**config.mk**
```make
export PLATFORM = sky130hd
export DESIGN_NAME = uart_tx_buffered
export DESIGN_NICKNAME = d
export VERILOG_FILES = /design/src/rtl/robin_uart_pkg.sv /design/src/rtl/uart_tx_fifo.sv /design/src/rtl/uart_tx_buffered.sv
export SDC_FILE = /design/constraint.sdc
export NUM_CORES = 1
export LEC_CHECK = 0
export CAP_MARGIN = 20
export CELL_PAD_IN_SITES_DETAIL_PLACEMENT = 1
export CELL_PAD_IN_SITES_GLOBAL_PLACEMENT = 1
export CORE_MARGIN = 5
export CORE_UTILIZATION = 46
export DETAILED_ROUTE_END_ITERATION = 10
export PLACE_DENSITY_LB_ADDON = 0.3
export SLEW_MARGIN = 20
export SYNTH_ARGS = -nofsm -noshare
export SYNTH_HDL_FRONTEND = slang
export SYNTH_SLANG_ARGS = --single-unit
```
**constraint.sdc**
```tcl
create_clock -name clk -period 10.87 [get_ports clk]
set_input_delay 2.174 -clock clk [delete_from_list [all_inputs] [get_ports clk]]
set_output_delay 2.174 -clock clk [all_outputs]
set_load 0.01 [all_outputs]
```
**src/rtl/robin_uart_pkg.sv**
```systemverilog
// Shared types and constants for the robin buffered UART transmitter.
// Optional parity support is enabled by defining UART_TX_PARITY_EN.
package robin_uart_pkg;

   localparam int DATA_BITS = 8;
   localparam int STOP_BITS = 1;

   typedef enum logic [2:0] {
      ST_IDLE,
      ST_START,
      ST_DATA,
`ifdef UART_TX_PARITY_EN
      ST_PARITY,
`endif
      ST_STOP
   } tx_state_e;

   function automatic int unsigned calc_div(
      input int unsigned clk_hz,
      input int unsigned baud
   );
      return clk_hz / baud;
   endfunction

endpackage

```
**src/rtl/uart_tx_fifo.sv**
```systemverilog
// Byte FIFO feeding the UART transmitter shifter.
// full and level come straight from the registered occupancy count.
module uart_tx_fifo #(
   parameter int AW = 4
) (
   input  logic          clk,
   input  logic          rst,
   input  logic          wr_en,
   input  logic [7:0]    wr_data,
   input  logic          rd_en,
   output logic [7:0]    rd_data,
   output logic          full,
   output logic [AW:0]   level
);

   localparam int DEPTH = 1 << AW;

   logic [7:0]    mem_q [DEPTH];
   logic [AW-1:0] wr_ptr_q, wr_ptr_d;
   logic [AW-1:0] rd_ptr_q, rd_ptr_d;
   logic [AW:0]   level_q, level_d;
   logic          push, pop;

   assign full    = level_q[AW];
   assign level   = level_q;
   assign rd_data = mem_q[rd_ptr_q];

   // Pointer and occupancy update; writes while full are dropped.
   always_comb begin
      push     = wr_en && !full;
      pop      = rd_en && (level_q != '0);
      wr_ptr_d = wr_ptr_q;
      rd_ptr_d = rd_ptr_q;
      level_d  = level_q;
      if (push) wr_ptr_d = wr_ptr_q + 1'b1;
      if (pop)  rd_ptr_d = rd_ptr_q + 1'b1;
      unique case ({push, pop})
         2'b10:   level_d = level_q + 1'b1;
         2'b01:   level_d = level_q - 1'b1;
         default: level_d = level_q;
      endcase
   end

   // Pointer and count registers.
   always_ff @(posedge clk) begin
      if (rst) begin
         wr_ptr_q <= '0;
         rd_ptr_q <= '0;
         level_q  <= '0;
      end else begin
         wr_ptr_q <= wr_ptr_d;
         rd_ptr_q <= rd_ptr_d;
         level_q  <= level_d;
      end
   end

   // Storage array; contents need no reset.
   always_ff @(posedge clk) begin
      if (push) mem_q[wr_ptr_q] <= wr_data;
   end

endmodule

```
**src/rtl/uart_tx_buffered.sv**
```systemverilog
// Buffered 8N1 UART transmitter: FIFO, bit timer, shifter and framing FSM.
// Define UART_TX_PARITY_EN to insert an even-parity bit before the stop bit.
module uart_tx_buffered
   import robin_uart_pkg::*;
#(
   parameter int SYS_CLK_FREQ    = 12000000,
   parameter int BAUD_RATE       = 115200,
   parameter int FIFO_ADDR_WIDTH = 4
) (
   input  logic                     clk,
   input  logic                     rst,
   input  logic                     wr_en,
   input  logic [7:0]               wr_data,
   output logic                     full,
   output logic [FIFO_ADDR_WIDTH:0] level,
   output logic                     busy,
   output logic                     tx
);

   localparam int DIV      = int'(calc_div(SYS_CLK_FREQ, BAUD_RATE));
   localparam int STOP_CYC = DIV * STOP_BITS;
   localparam int CW       = $clog2(STOP_CYC + 1);

   localparam logic [CW-1:0] BIT_LOAD  = CW'(DIV - 1);
   localparam logic [CW-1:0] STOP_LOAD = CW'(STOP_CYC - 1);
   localparam logic [2:0]    LAST_IDX  = 3'(DATA_BITS - 1);

   tx_state_e     state_q, state_d;
   logic [CW-1:0] cnt_q, cnt_d;
   logic [2:0]    idx_q, idx_d;
   logic [7:0]    shift_q, shift_d;
   logic          tx_q, tx_d;
   logic          busy_q, busy_d;
`ifdef UART_TX_PARITY_EN
   logic          par_q, par_d;
`endif

   logic       pop;
   logic [7:0] head;
   logic       have_data;

   uart_tx_fifo #(
      .AW (FIFO_ADDR_WIDTH)
   ) u_fifo (
      .clk     (clk),
      .rst     (rst),
      .wr_en   (wr_en),
      .wr_data (wr_data),
      .rd_en   (pop),
      .rd_data (head),
      .full    (full),
      .level   (level)
   );

   assign have_data = (level != '0);
   assign busy      = busy_q;
   assign tx        = tx_q;

   // Framing FSM: next state, bit timer, shifter and line value.
   always_comb begin
      state_d = state_q;
      cnt_d   = cnt_q;
      idx_d   = idx_q;
      shift_d = shift_q;
      tx_d    = tx_q;
      busy_d  = busy_q;
      pop     = 1'b0;
`ifdef UART_TX_PARITY_EN
      par_d   = par_q;
`endif
      unique case (state_q)
         ST_IDLE: begin
            if (have_data) pop = 1'b1;
         end
         ST_START: begin
            if (cnt_q == '0) begin
               state_d = ST_DATA;
               cnt_d   = BIT_LOAD;
               idx_d   = '0;
               tx_d    = shift_q[0];
               shift_d = shift_q >> 1;
            end else begin
               cnt_d = cnt_q - 1'b1;
            end
         end
         ST_DATA: begin
            if (cnt_q == '0) begin
               if (idx_q == LAST_IDX) begin
`ifdef UART_TX_PARITY_EN
                  state_d = ST_PARITY;
                  cnt_d   = BIT_LOAD;
                  tx_d    = par_q;
`else
                  state_d = ST_STOP;
                  cnt_d   = STOP_LOAD;
                  tx_d    = 1'b1;
`endif
               end else begin
                  cnt_d   = BIT_LOAD;
                  idx_d   = idx_q + 1'b1;
                  tx_d    = shift_q[0];
                  shift_d = shift_q >> 1;
               end
            end else begin
               cnt_d = cnt_q - 1'b1;
            end
         end
`ifdef UART_TX_PARITY_EN
         ST_PARITY: begin
            if (cnt_q == '0) begin
               state_d = ST_STOP;
               cnt_d   = STOP_LOAD;
               tx_d    = 1'b1;
            end else begin
               cnt_d = cnt_q - 1'b1;
            end
         end
`endif
         ST_STOP: begin
            if (cnt_q == '0) begin
               if (have_data) begin
                  pop = 1'b1;
               end else begin
                  state_d = ST_IDLE;
                  busy_d  = 1'b0;
                  tx_d    = 1'b1;
               end
            end else begin
               cnt_d = cnt_q - 1'b1;
            end
         end
         default: begin
            state_d = ST_IDLE;
            busy_d  = 1'b0;
            tx_d    = 1'b1;
         end
      endcase
      if (pop) begin
         state_d = ST_START;
         cnt_d   = BIT_LOAD;
         shift_d = head;
         tx_d    = 1'b0;
         busy_d  = 1'b1;
`ifdef UART_TX_PARITY_EN
         par_d   = ^head;
`endif
      end
   end

   // FSM, timer and registered line output.
   always_ff @(posedge clk) begin
      if (rst) begin
         state_q <= ST_IDLE;
         cnt_q   <= '0;
         idx_q   <= '0;
         shift_q <= '0;
         tx_q    <= 1'b1;
         busy_q  <= 1'b0;
`ifdef UART_TX_PARITY_EN
         par_q   <= 1'b0;
`endif
      end else begin
         state_q <= state_d;
         cnt_q   <= cnt_d;
         idx_q   <= idx_d;
         shift_q <= shift_d;
         tx_q    <= tx_d;
         busy_q  <= busy_d;
`ifdef UART_TX_PARITY_EN
         par_q   <= par_d;
`endif
      end
   end

endmodule

```
==> impl_metrics.csv <==
group,metric,value,unit
logic_synthesis,ys_async_sr_fraction,0,%
grt,gr-usage-all-layers,18.48,%
worst_hold_path,hold_class,"reg2reg",
clock_tree,cts_tree,"yes",
timing,skew,0.006992,ns
timing,min_period_over_period,44.08,%
logic_synthesis,ys_types,53,
setup_path,cp-startpoint,"wr_en",
setup_path,crit_path_end,"u_fifo.level[4]",
grt,overflow,0,
setup_path,cp-end-kind,"flop",
final_layout,diodes,0,
final_layout,drive_above_1_share,17.42,%
setup_path,start_kind,"primary input",
clock_tree,hold_buffers,0,
final_layout,final_common_cell,"edfxtp_1",
drt,drt_iter0_markers,212,
drt,drc_errors,0,
power_and_ir_drop,power_density,243.7,mW/mm^2
power_and_ir_drop,power,0.001937,W
logic_synthesis,synth.yosys.seq_area_share,65.67,%
die,core,0.01509,sq mm
setup_path,worst_path_max_delay_cell,"nor2b_1",
timing,hold_violations,0,
drt,drt_wl_total,15.37,mm
timing,period_minus_slack,4.792,ns
final_layout,nNetsFinal,504,
die,dieArea,0.01788,sq mm
drt,postRouteAntennaNets,0,
setup_path,reg2regPathDepth,14,
setup_path,r2r_slack,6.92,ns
final_layout,regArea,0.004626,sq mm
drt,via_per_inst,5.809,
setup_path,path_max_fanout,9,
power_and_ir_drop,leakagePower,2.629,nW
power_and_ir_drop,vdd_drop_max,0.1545,mV
die,rows,45,
place,place_congestion,0.7502,
final_layout,fillCellCount,1447,
grt,grt_pass1_vias,4224,
final_layout,multi_input_area,0.002246,sq mm
clock_tree,post_cts_resized,0,
setup_path,crit_buf_inv,2,
die,die_height,133.7,um
setup_path,path_delay_family,"simple AND/OR/NAND/NOR gates",
timing,rsz0062_at_grt,"no",
setup_path,path_depth,11,
grt,grt_pass1_wl,24.42,mm
setup_path,worstPathCellList,"clkdlybuf4s50_1, nor2b_1, inv_1, ha_1, xor2_1, ha_1, o21a_1, o21ai_0, nand2b_1, a211oi_1, mux2_2",
place,dp_hpwl,9.599,mm
die,start_util,46.67,%
clock_tree,cts-root-buf,"clkbuf_16",
timing,fmax,208.7,MHz
timing,relSlewSlack,27.18,%
clock_tree,cts_buffer_depth,2,
run_status,status,"finished clean",
setup_path,setup.worst_path.class,"in2reg",
final_layout,final_cell_mix,"128 x edfxtp_1, 46 x nor2_1, 38 x dfxtp_1, 32 x mux4_2, 19 x nand2_1",
clock_tree,clock_sinks,167,
place,io_buffers,18,
setup_path,r2r_end,"u_fifo.level[4]",
logic_synthesis,mappedNetlistNets,493,
final_layout,area_delta_synth_final,12.85,%
clock_tree,insertion_delay,0.42,ns
timing,worstMarginPinSlew,1.087,ns
setup_path,critPathMaxStageDelay,0.60,ns
clock_tree,clkTransAtPathRegs,0.07,ns
clock_tree,htree_num_levels,4,
timing,tns,0,ns
timing,setup_viol,0,
setup_path,required,11.18,ns
setup_path,r2r_start,"cnt_q[0]",
logic_synthesis,postSynthAreaPerCell,15.18,sq um
logic_synthesis,yosys_warnings,0,
setup_path,cp_data_arrival_time,5.10,ns
drt,drt_pre_antenna_iters,4,
flow_run,maxCapViolCount,0,
logic_synthesis,synth.cell_area,0.007042,sq mm
drt,wl_per_cell,22.73,um
die,io_pins,19,
grt,grt_max_degree,39,
setup_path,path_common_cell,"ha_1",
logic_synthesis,synth_cells,464,
clock_tree,postCtsSetupBuffers,0,
logic_synthesis,synth_edf_count,128,
final_layout,final_core_util,52.66,%
die,die_w,133.7,um
grt,antenna_found_initial,0,
drt,num_vias,3927,
clock_tree,cts_made_buffers,17,
timing,slew_viol_final,0,
logic_synthesis,synth_flop_cell,"edfxtp_1",
logic_synthesis,synth_seq_cells,167,
-- where the power goes --
group          leakage [nW]  total, W  switching, W  internal [W]
sequential             1.48  0.000786     0.0000432      0.000743
combinational         0.864  0.000540      0.000312      0.000228
clock                 0.289  0.000611      0.000266      0.000345
-- layout make-up --
cell class | instances | area share [%]
inverters | 10 | 0.5039
clock buffers | 17 | 5.353
repair buffers | 22 | 2.645
flip-flops and latches | 167 | 58.21
multi-input cells | 257 | 28.26
well taps | 188 | 2.960
clock inverters | 15 | 2.063
-- metal layers --
metal  wire [um]  global-route usage (%)  share of wire [%]  vias to the layer above
met2        7992                   31.75                 52                       74
met1        6410                   22.61                 42                     2012
met3         616                   4.532                4.0                       27
li1            -                       -                  -                     1814
met5           0                       0                  0                        -
met4         346                   6.971                2.3                        0
-- worst register-to-register path, delay by kind of cell (launching register included) --
family / cells / cell delay (ns)
flops: 1 / 0.35
simple gates: 3 / 1.03
xor+xnor: 1 / 0.11
mux: 1 / 0.36
fa+ha+maj: 3 / 0.77
buf+inv: 2 / 0.40
compound gates: 4 / 0.81
-- flip-flops by register name, summed over array words and instances, names as in the netlist, named ones only --
name	count
shift_q	8
u_fifo.level	5
tx	1
u_fifo.wr_ptr_q	4
u_fifo.mem_q	128
idx_q	3
u_fifo.rd_ptr_q	4
busy	1
state_q	2
cnt_q	7
-- logic make-up (layout without fill, tap and decap cells) --
group                    after synthesis  count (layout)  synth area share [%]
flip-flops                           167             167                 65.67
AND/OR/NAND/NOR                      105             105                 7.072
AO/OA/AOI/OAI                         79              79                 7.907
multiplexers                          42              42                 11.82
buffers and inverters                 40              64                 2.718
adder cells (fa/ha/maj)               18              18                 3.198
XOR/XNOR                              13              13                 1.617
-- how the worst min path moves through the flow --
stage,cells after the start,from,slack [ns],endpoint
after global placement,2,shift_q[7],0.46,shift_q[7]
after global routing,2,shift_q[7],0.52,shift_q[7]
after CTS,2,shift_q[7],0.48,shift_q[7]
after floorplan,2,shift_q[7],0.45,shift_q[7]
after detailed placement,2,shift_q[7],0.47,shift_q[7]
final,2,shift_q[7],0.48,shift_q[7]
-- synth_stat cells, types with 2 or more instances --
cell type | instances | area [sq um]
a21o_1 | 4 | 30.03
a21oi_1 | 18 | 90.09
a22oi_1 | 17 | 127.6
a311oi_1 | 10 | 87.58
a31oi_1 | 4 | 25.02
and2_1 | 2 | 12.51
buf_1 | 3 | 11.26
buf_2 | 7 | 35.03
buf_4 | 2 | 15.01
buf_6 | 3 | 33.78
clkbuf_1 | 15 | 56.30
dfxtp_1 | 39 | 780.8
edfxtp_1 | 128 | 3844
ha_1 | 18 | 225.2
inv_1 | 9 | 33.78
mux2_2 | 9 | 101.4
mux4_2 | 32 | 720.7
nand2_1 | 19 | 71.32
nand2b_1 | 4 | 25.02
nand3_1 | 4 | 20.02
nand3b_1 | 2 | 15.01
nor2_1 | 46 | 172.7
nor2b_1 | 7 | 43.79
nor3_1 | 9 | 45.04
nor3b_1 | 2 | 15.01
o211ai_1 | 2 | 15.01
o21ai_0 | 9 | 45.04
o22ai_1 | 3 | 18.77
or3_1 | 2 | 12.51
xnor2_1 | 4 | 35.03
xor2_1 | 9 | 78.83
-- metrics by stage --
step	hold WS, ns	area (sq um)	instances	setup slack (ns)
after floorplan	0.4454	7042	464	6.446
after global placement	0.4592	7337	644	5.708
after detailed placement	0.4737	7342	644	5.620
after CTS	0.4839	7931	676	6.060
after global routing	0.5193	7946	676	5.816
final	0.4788	7946	676	6.078
(Power assumes the default switching activity.)
